==> config.mk <==
export PLATFORM = sky130hd
export DESIGN_NAME = uart_rx_cfg
export DESIGN_NICKNAME = d
export VERILOG_FILES = /design/src/rtl/uart_rx_cfg.sv
export SDC_FILE = /design/constraint.sdc
export NUM_CORES = 1
export LEC_CHECK = 0
export ABC_AREA = 1
export ABC_CLOCK_PERIOD_IN_PS = 1650
export BUFFER_PORTS_ARGS = -buffer_cell sky130_fd_sc_hd__clkbuf_2
export CAP_MARGIN = 20
export CORE_MARGIN = 3
export CORE_UTILIZATION = 58
export DETAILED_ROUTE_END_ITERATION = 6
export HOLD_SLACK_MARGIN = 0.15
export PLACE_DENSITY = 0.8
export SETUP_SLACK_MARGIN = 0.15
export SYNTH_ARGS = -nofsm -noshare
export SYNTH_HDL_FRONTEND = slang
export SYNTH_SLANG_ARGS = --single-unit
==> constraint.sdc <==
create_clock -name i_clk -period 1.65 [get_ports i_clk]
set_input_delay 0.33 -clock i_clk [delete_from_list [all_inputs] [get_ports i_clk]]
set_output_delay 0.33 -clock i_clk [all_outputs]
set_load 0.01 [all_outputs]
==> src/rtl/uart_rx_cfg.sv <==
// Configurable UART receiver: word length, parity mode and stop bits are
// fixed at elaboration; samples each bit at its centre using a clock divider.
module uart_rx_cfg #(
  parameter int p_CLK_DIV   = 10,
  parameter int p_WORD_LEN  = 8,
  parameter int p_PARITY    = 0,
  parameter int p_STOP_BITS = 1
) (
  input  logic                  i_clk,
  input  logic                  i_rst,
  input  logic                  i_rx,
  output logic [p_WORD_LEN-1:0] o_data,
  output logic                  o_ready,
  output logic                  o_parity_err,
  output logic                  o_frame_err,
  output logic                  o_break,
  output logic                  o_active
);

  if (p_CLK_DIV < 4 || p_WORD_LEN < 5 || p_WORD_LEN > 9 ||
      p_PARITY < 0 || p_PARITY > 2 ||
      (p_STOP_BITS != 1 && p_STOP_BITS != 2)) begin : g_bad_param
    $error("uart_rx_cfg: illegal parameter value");
  end

  localparam int   CW  = $clog2(p_CLK_DIV);
  localparam int   HLF = p_CLK_DIV / 2;
  localparam logic PEN = (p_PARITY != 0);
  localparam logic ODD = (p_PARITY == 1);

  typedef enum logic [2:0] {
    IDLE, START, DATA, PARITY, STOP, WAIT_HIGH
  } state_t;

  state_t                state;
  logic                  rx_m, rx_s;
  logic [CW-1:0]         cnt;
  logic [3:0]            idx;
  logic [p_WORD_LEN-1:0] shreg;
  logic                  par_bit;
  logic                  ferr;
  logic                  zero;
  logic                  tick_half;
  logic                  tick;
  logic                  par_err;

  assign tick_half = (cnt == CW'(HLF - 1));
  assign tick      = (cnt == CW'(p_CLK_DIV - 1));
  // odd: xor of data and parity must be 1; even: must be 0
  assign par_err   = PEN & (^shreg ^ par_bit ^ ODD);

  always_ff @(posedge i_clk or posedge i_rst) begin
    if (i_rst) begin
      rx_m <= 1'b1;
      rx_s <= 1'b1;
    end else begin
      rx_m <= i_rx;
      rx_s <= rx_m;
    end
  end

  always_ff @(posedge i_clk or posedge i_rst) begin
    if (i_rst) begin
      state        <= IDLE;
      cnt          <= '0;
      idx          <= '0;
      shreg        <= '0;
      par_bit      <= 1'b0;
      ferr         <= 1'b0;
      zero         <= 1'b0;
      o_data       <= '0;
      o_ready      <= 1'b0;
      o_parity_err <= 1'b0;
      o_frame_err  <= 1'b0;
      o_break      <= 1'b0;
      o_active     <= 1'b0;
    end else begin
      o_ready <= 1'b0;
      cnt     <= cnt + CW'(1);
      unique case (state)
        IDLE: begin
          cnt <= '0;
          if (!rx_s) begin
            state    <= START;
            o_active <= 1'b1;
          end
        end
        START: begin
          if (tick_half) begin
            cnt <= '0;
            if (rx_s) begin
              state    <= IDLE;
              o_active <= 1'b0;
            end else begin
              state <= DATA;
              idx   <= '0;
              zero  <= 1'b1;
            end
          end
        end
        DATA: begin
          if (tick) begin
            cnt   <= '0;
            shreg <= {rx_s, shreg[p_WORD_LEN-1:1]};
            zero  <= zero & ~rx_s;
            idx   <= idx + 4'd1;
            if (idx == 4'(p_WORD_LEN - 1)) begin
              idx   <= '0;
              ferr  <= 1'b0;
              state <= PEN ? PARITY : STOP;
            end
          end
        end
        PARITY: begin
          if (tick) begin
            cnt     <= '0;
            par_bit <= rx_s;
            zero    <= zero & ~rx_s;
            state   <= STOP;
          end
        end
        STOP: begin
          if (tick) begin
            cnt <= '0;
            idx <= idx + 4'd1;
            if (idx == 4'(p_STOP_BITS - 1)) begin
              o_ready      <= 1'b1;
              o_data       <= shreg;
              o_parity_err <= par_err;
              o_frame_err  <= ferr | ~rx_s;
              o_break      <= zero & ~rx_s;
              o_active     <= ~rx_s;
              state        <= rx_s ? IDLE : WAIT_HIGH;
            end else begin
              ferr <= ferr | ~rx_s;
              zero <= zero & ~rx_s;
            end
          end
        end
        WAIT_HIGH: begin
          cnt <= '0;
          if (rx_s) begin
            state    <= IDLE;
            o_active <= 1'b0;
          end
        end
        default: state <= IDLE;
      endcase
    end
  end

endmodule
### Word level (Yosys, flattened, before mapping)

Index checks and enable logic that the tools add are counted.
Widths: inputs -> output; s select.

| storage, ports and cells | value |
|---|---|
| register bits after elaboration | 35 |
| input port bits | 3 |
| output and inout bits | 13 |
| word-level logic and storage cells | 92 |

| cells by class | value |
|---|---|
| $add $sub $neg | 2 |
| equality and inequality tests | 19 |
| multiplexer cells | 39 |
| bitwise operators | 3 |
| reduce and logical (&&, ||, !) cells | 16 |

Operator list:

| kind | count |
|---|---|
| $mux 4 | 7 |
| $mux 3 | 9 |
| $pmux 4 s3 | 2 |
| $ne 2x2->1 const B | 10 |
| $pmux 3 s6 | 1 |
| $mux 1 | 16 |
| $reduce_and 5->1 | 3 |
| $add 4x1->4 const B | 2 |
| $eq 4x3->1 const B | 2 |
| $reduce_and 8->1 | 1 |
| $eq 3x2->1 const B | 2 |
| $eq 3x3->1 const B | 2 |
| $reduce_and 6->1 | 1 |
| $reduce_bool 3->1 | 2 |
| $eq 4x4->1 const B | 1 |
| $logic_not 4->1 | 1 |
| $pmux 1 s4 | 1 |
| $reduce_bool 4->1 | 1 |
| $reduce_or 2->1 | 2 |
| $eq 3x1->1 const B | 1 |
| $logic_not 3->1 | 1 |
| $pmux 1 s3 | 1 |
| $reduce_and 3->1 | 1 |
| $reduce_or 3->1 | 1 |
| 8 further kinds | 8 |

### Logic depth before layout (Yosys ltp)

| depth | value |
|---|---|
| depth after elaboration | 5 |
| mapped depth | 11 |
| mapped depth without buffers | 10 |

### Worst setup path after synthesis

Ideal clock, no wire load.

| timing | value |
|---|---|
| path type | register -> register |
| start point | register cnt[1] |
| end point | register state[0] |
| library setup time | 0.118 ns |
| data arrival time | 1.223 ns |
| required time | 1.532 ns |
| slack | 0.310 ns |
| stages on the path, launching flop included | 10 |
| period minus slack after synthesis | 1.340 ns |
| cell sequence | dfrtp_1 inv_1 ha_1 nand3_1 nand2_1 nand2_1 nor2_1 nand2_1 nand2_1 nand2_1 |

| between the ends | value |
|---|---|
| word-level cells in the longest chain between the ends | 3 |

RTL lines:

| what | RTL line | source |
|---|---|---|
| start, declared | 37 | `logic [CW-1:0] cnt;` |
| start signal, assigned | 79 | `cnt <= cnt + CW'(1);` |
| $eq 4x4->1 or $eq 4x3->1 (tied branches) | 48, 47 |  |
| $ne 2x2->1 (no source line) | n/a |  |
| $reduce_and 8->1 (no source line) * | n/a |  |
| end signal, assigned | 110 | `state <= PEN ? PARITY : STOP;` |
| end signal, assigned | 133 | `state <= rx_s ? IDLE : WAIT_HIGH;` |
| end, declared | 35 | `state_t state;` |

Every way passes the cells marked *; elsewhere a longest branch is shown, timed or not.
A chain may end at the register's enable or synchronous reset.

### Worst setup path in the final report

| timing | value |
|---|---|
| start point | register idx[1] |
| end point | register o_frame_err |

| between the ends | value |
|---|---|
| word-level cells in the longest chain between the ends | 2 |

RTL lines:

| what | RTL line | source |
|---|---|---|
| start, declared | 38 | `logic [3:0] idx;` |
| start signal, assigned | 106 | `idx <= idx + 4'd1;` |
| start signal, assigned | 125 | `idx <= idx + 4'd1;` |
| $logic_not 4->1 | 126 | `if (idx == 4'(p_STOP_BITS - 1)) begin` |
| $reduce_and 3->1 (no source line) | n/a |  |
| end signal, assigned | 130 | `o_frame_err <= ferr \| ~rx_s;` |
| end, declared | 15 | `output logic o_frame_err,` |

No other way between the ends.

==> reports/results.ini <==
[yosys]
synth_area_sq_um = 1883
yosys_most_used_dff = dfrtp_1
ys_types = 26
synthArstFlopShare_pct = 100.0
synth_cells = 230
ys_ff_latch = 35
yosys_warnings = 0
syn-num-nets = 238
syn_avg_cell_area_sq_um = 8.187
ys_seq_area_share_pct = 46.64
synth-edff-count = 0

[setup_path]
crit_top_cell = nand2_1
endpoint_kind = register
worstSetupStartpointType = register
crit_family = simple AND/OR/NAND/NOR gates
cp_cell_sequence = inv_1, ha_1, nand2_1, nor2_1, nand2_2, inv_2, nand2_4, nand2_1, o21ai_1
cpMaxStageDelayCell = dfrtp_1
cp_max_fo = 20
cp.required_ps = 1890
critPathMaxStageDelay_ps = 430
critPathBufInv = 2
path_class = register to register
arrival_ps = 1680
reg2reg_slack_ps = 210

[final_layout]
mostFrequentLayoutCells = 67 x nand2_1, 29 x dfrtp_1, 21 x inv_1
fin_area_sq_um = 2247
fin_util_pct = 73.01
mostFrequentLayoutCell = nand2_1
diodes = 0
area_delta_synth_final_pct = 19.34
final_layout_size_suffix_gt1_share_pct = 32.43
final_nets = 266

[floorplan]
core_sq_um = 3078
die-area_sq_um = 3966
die_h_um = 62.98
die_x_um = 62.98
rows = 20
ioPinCount = 16
initial_utilization_pct = 61.18

[timing]
max_freq_mhz = 692.5
slew_viol_final = 0
setup_viol = 0
rsz0062_at_grt = yes
final-hold-violation-count = 0
final.setup.tns_ps = 0
finalCritPeriodShare_pct = 87.52
finClkSkew_ps = 14.16
finalCriticalPeriod_ps = 1444

[grt]
grt_pass1_vias = 1380
grt_remaining_overflow = 0
antenna_found_initial = 0
grt_first_pass_wirelength_mm = 6.072
grt_usage_pct = 19.34
use_met2_pct = 28.72
met3_usage_pct = 3.417
grtUsageMet1_pct = 26.67
grt_max_degree = 25
busiest_layer = met2

[detailed_routing]
drtAntennaViolNets = 0
num_vias = 1474
detail_route.wl_per_cell_um = 12.08
dr.pass1.iters = 4
drt_iter0_drc = 74
wirelength_mm = 3.659
viasPerCell = 4.865
drcViolationCount = 0

[clocking]
cts_tree = done
cts_root_buf = clkbuf_4
cts_buffers = 5
clockBufferDepth = 2
cts.sinks = 35
h-tree-depth = 2
clk_latency_ps = 350
clk_pin_slew_ps = 110

[pwr]
peakVddDrop_uv = 1075
power_density_nw_per_um2 = 1681
finalPower_uw = 3777
power_leakage_uw = 0.001168

[place]
numPortBuffers = 14
gp_congestion = 0.9754
hpwl_mm = 2.422
placed_cell_area_sq_um = 1979

[run]
max_cap_viol_count = 0

[hold_path]
hold_path_class = register to register

[outcome]
status = completed

## cell usage after synthesis, types with 3 or more instances
cell type   n  share of area (%)
a21oi_1     4                1.1
buf_6       5                3.0
dfrtp_1    33                 44
ha_1        5                3.3
inv_1      23                4.6
inv_2       4               0.80
nand2_1    73                 15
nand2_2     9                3.0
nand3_1    17                4.5
nor2_1     17                3.4
nor2_4      3                1.8
o21ai_0     4                1.1
o21ai_1     9                2.4
o21ai_2     8                3.7
## worst paths after layout
path / start / end / cells past startpoint
min in group asynchronous: i_rst / shreg[0] / 3
worst max-delay path: idx[1] / o_frame_err / 9
worst max register to register: idx[1] / o_frame_err / 9
worst min-delay path: rx_m / rx_s / 0
max in group asynchronous: i_rst / cnt[0] / 4
worst min register to register: rx_m / rx_s / 0
## state kept, by name, indices dropped and copies added, names as in the netlist
signal and flops:
rx_s 1, state 3, idx 4, shreg 8, o_active 1, zero 1
rx_m 1, cnt 4, o_data 8, o_frame_err 1, ferr 1, o_break 1
o_ready 1
## power by group
group	leakage (uW)	switching [uW]	internal, uW
registers	0.000463	178	1020
clock network	0.0000525	300	473
logic	0.000652	1110	696
total	0.00117	1590	2190
## per-layer routing
layer,part of all wire (%),up-vias
met5,0,-
met4,1.7,0
met3,3.6,7
met2,46,26
met1,48,669
li1,-,772
## worst reg2reg max path: stages, from the launching register on
cell	delay, ps
dfrtp_1	430
inv_1	90
ha_1	190
nand2_1	60
nor2_1	110
nand2_2	80
inv_2	90
nand2_4	140
nand2_1	90
o21ai_1	70
## per-stage QoR
stage               hold WS [ps]  cells  setup WS, ps
floorplan                  334.5    230         309.6
global placement           346.4    285         135.4
detailed placement         349.1    285         80.13
CTS                        363.1    297         120.7
global route               369.7    303         69.15
finish                     361.4    303         205.9
## logic make-up (layout without fill, tap and decap cells)
group | Yosys count | in the layout | share of synthesized area, %
AO/OA/AOI/OAI | 25 | 25 | 8.239
flip-flops | 35 | 35 | 46.64
XOR/XNOR | 3 | 3 | 1.396
buffers and inverters | 35 | 64 | 9.435
other | 1 | 1 | 0.1991
adder cells (fa/ha/maj) | 5 | 5 | 3.322
AND/OR/NAND/NOR | 126 | 126 | 30.76
## final cells by class
type	instances	area, sq um
multi-input combinational	160	904.6
sequential	35	883.3
fill	235	830.8
timing repair buffer	27	185.2
inverter	29	117.6
clock inverter	2	60.06
tap	44	55.05
clock buffer	6	41.29
## what timing repair did
action	in CTS	in global routing
setup buffers	2	6
gates cloned	0	0
pin swaps	0	6
setup endpoints to repair	28	32
hold buffers	2	0
resized for setup	2	25
hold endpoints to repair	10	0
Note: power is estimated with default switching activity, not from simulation.
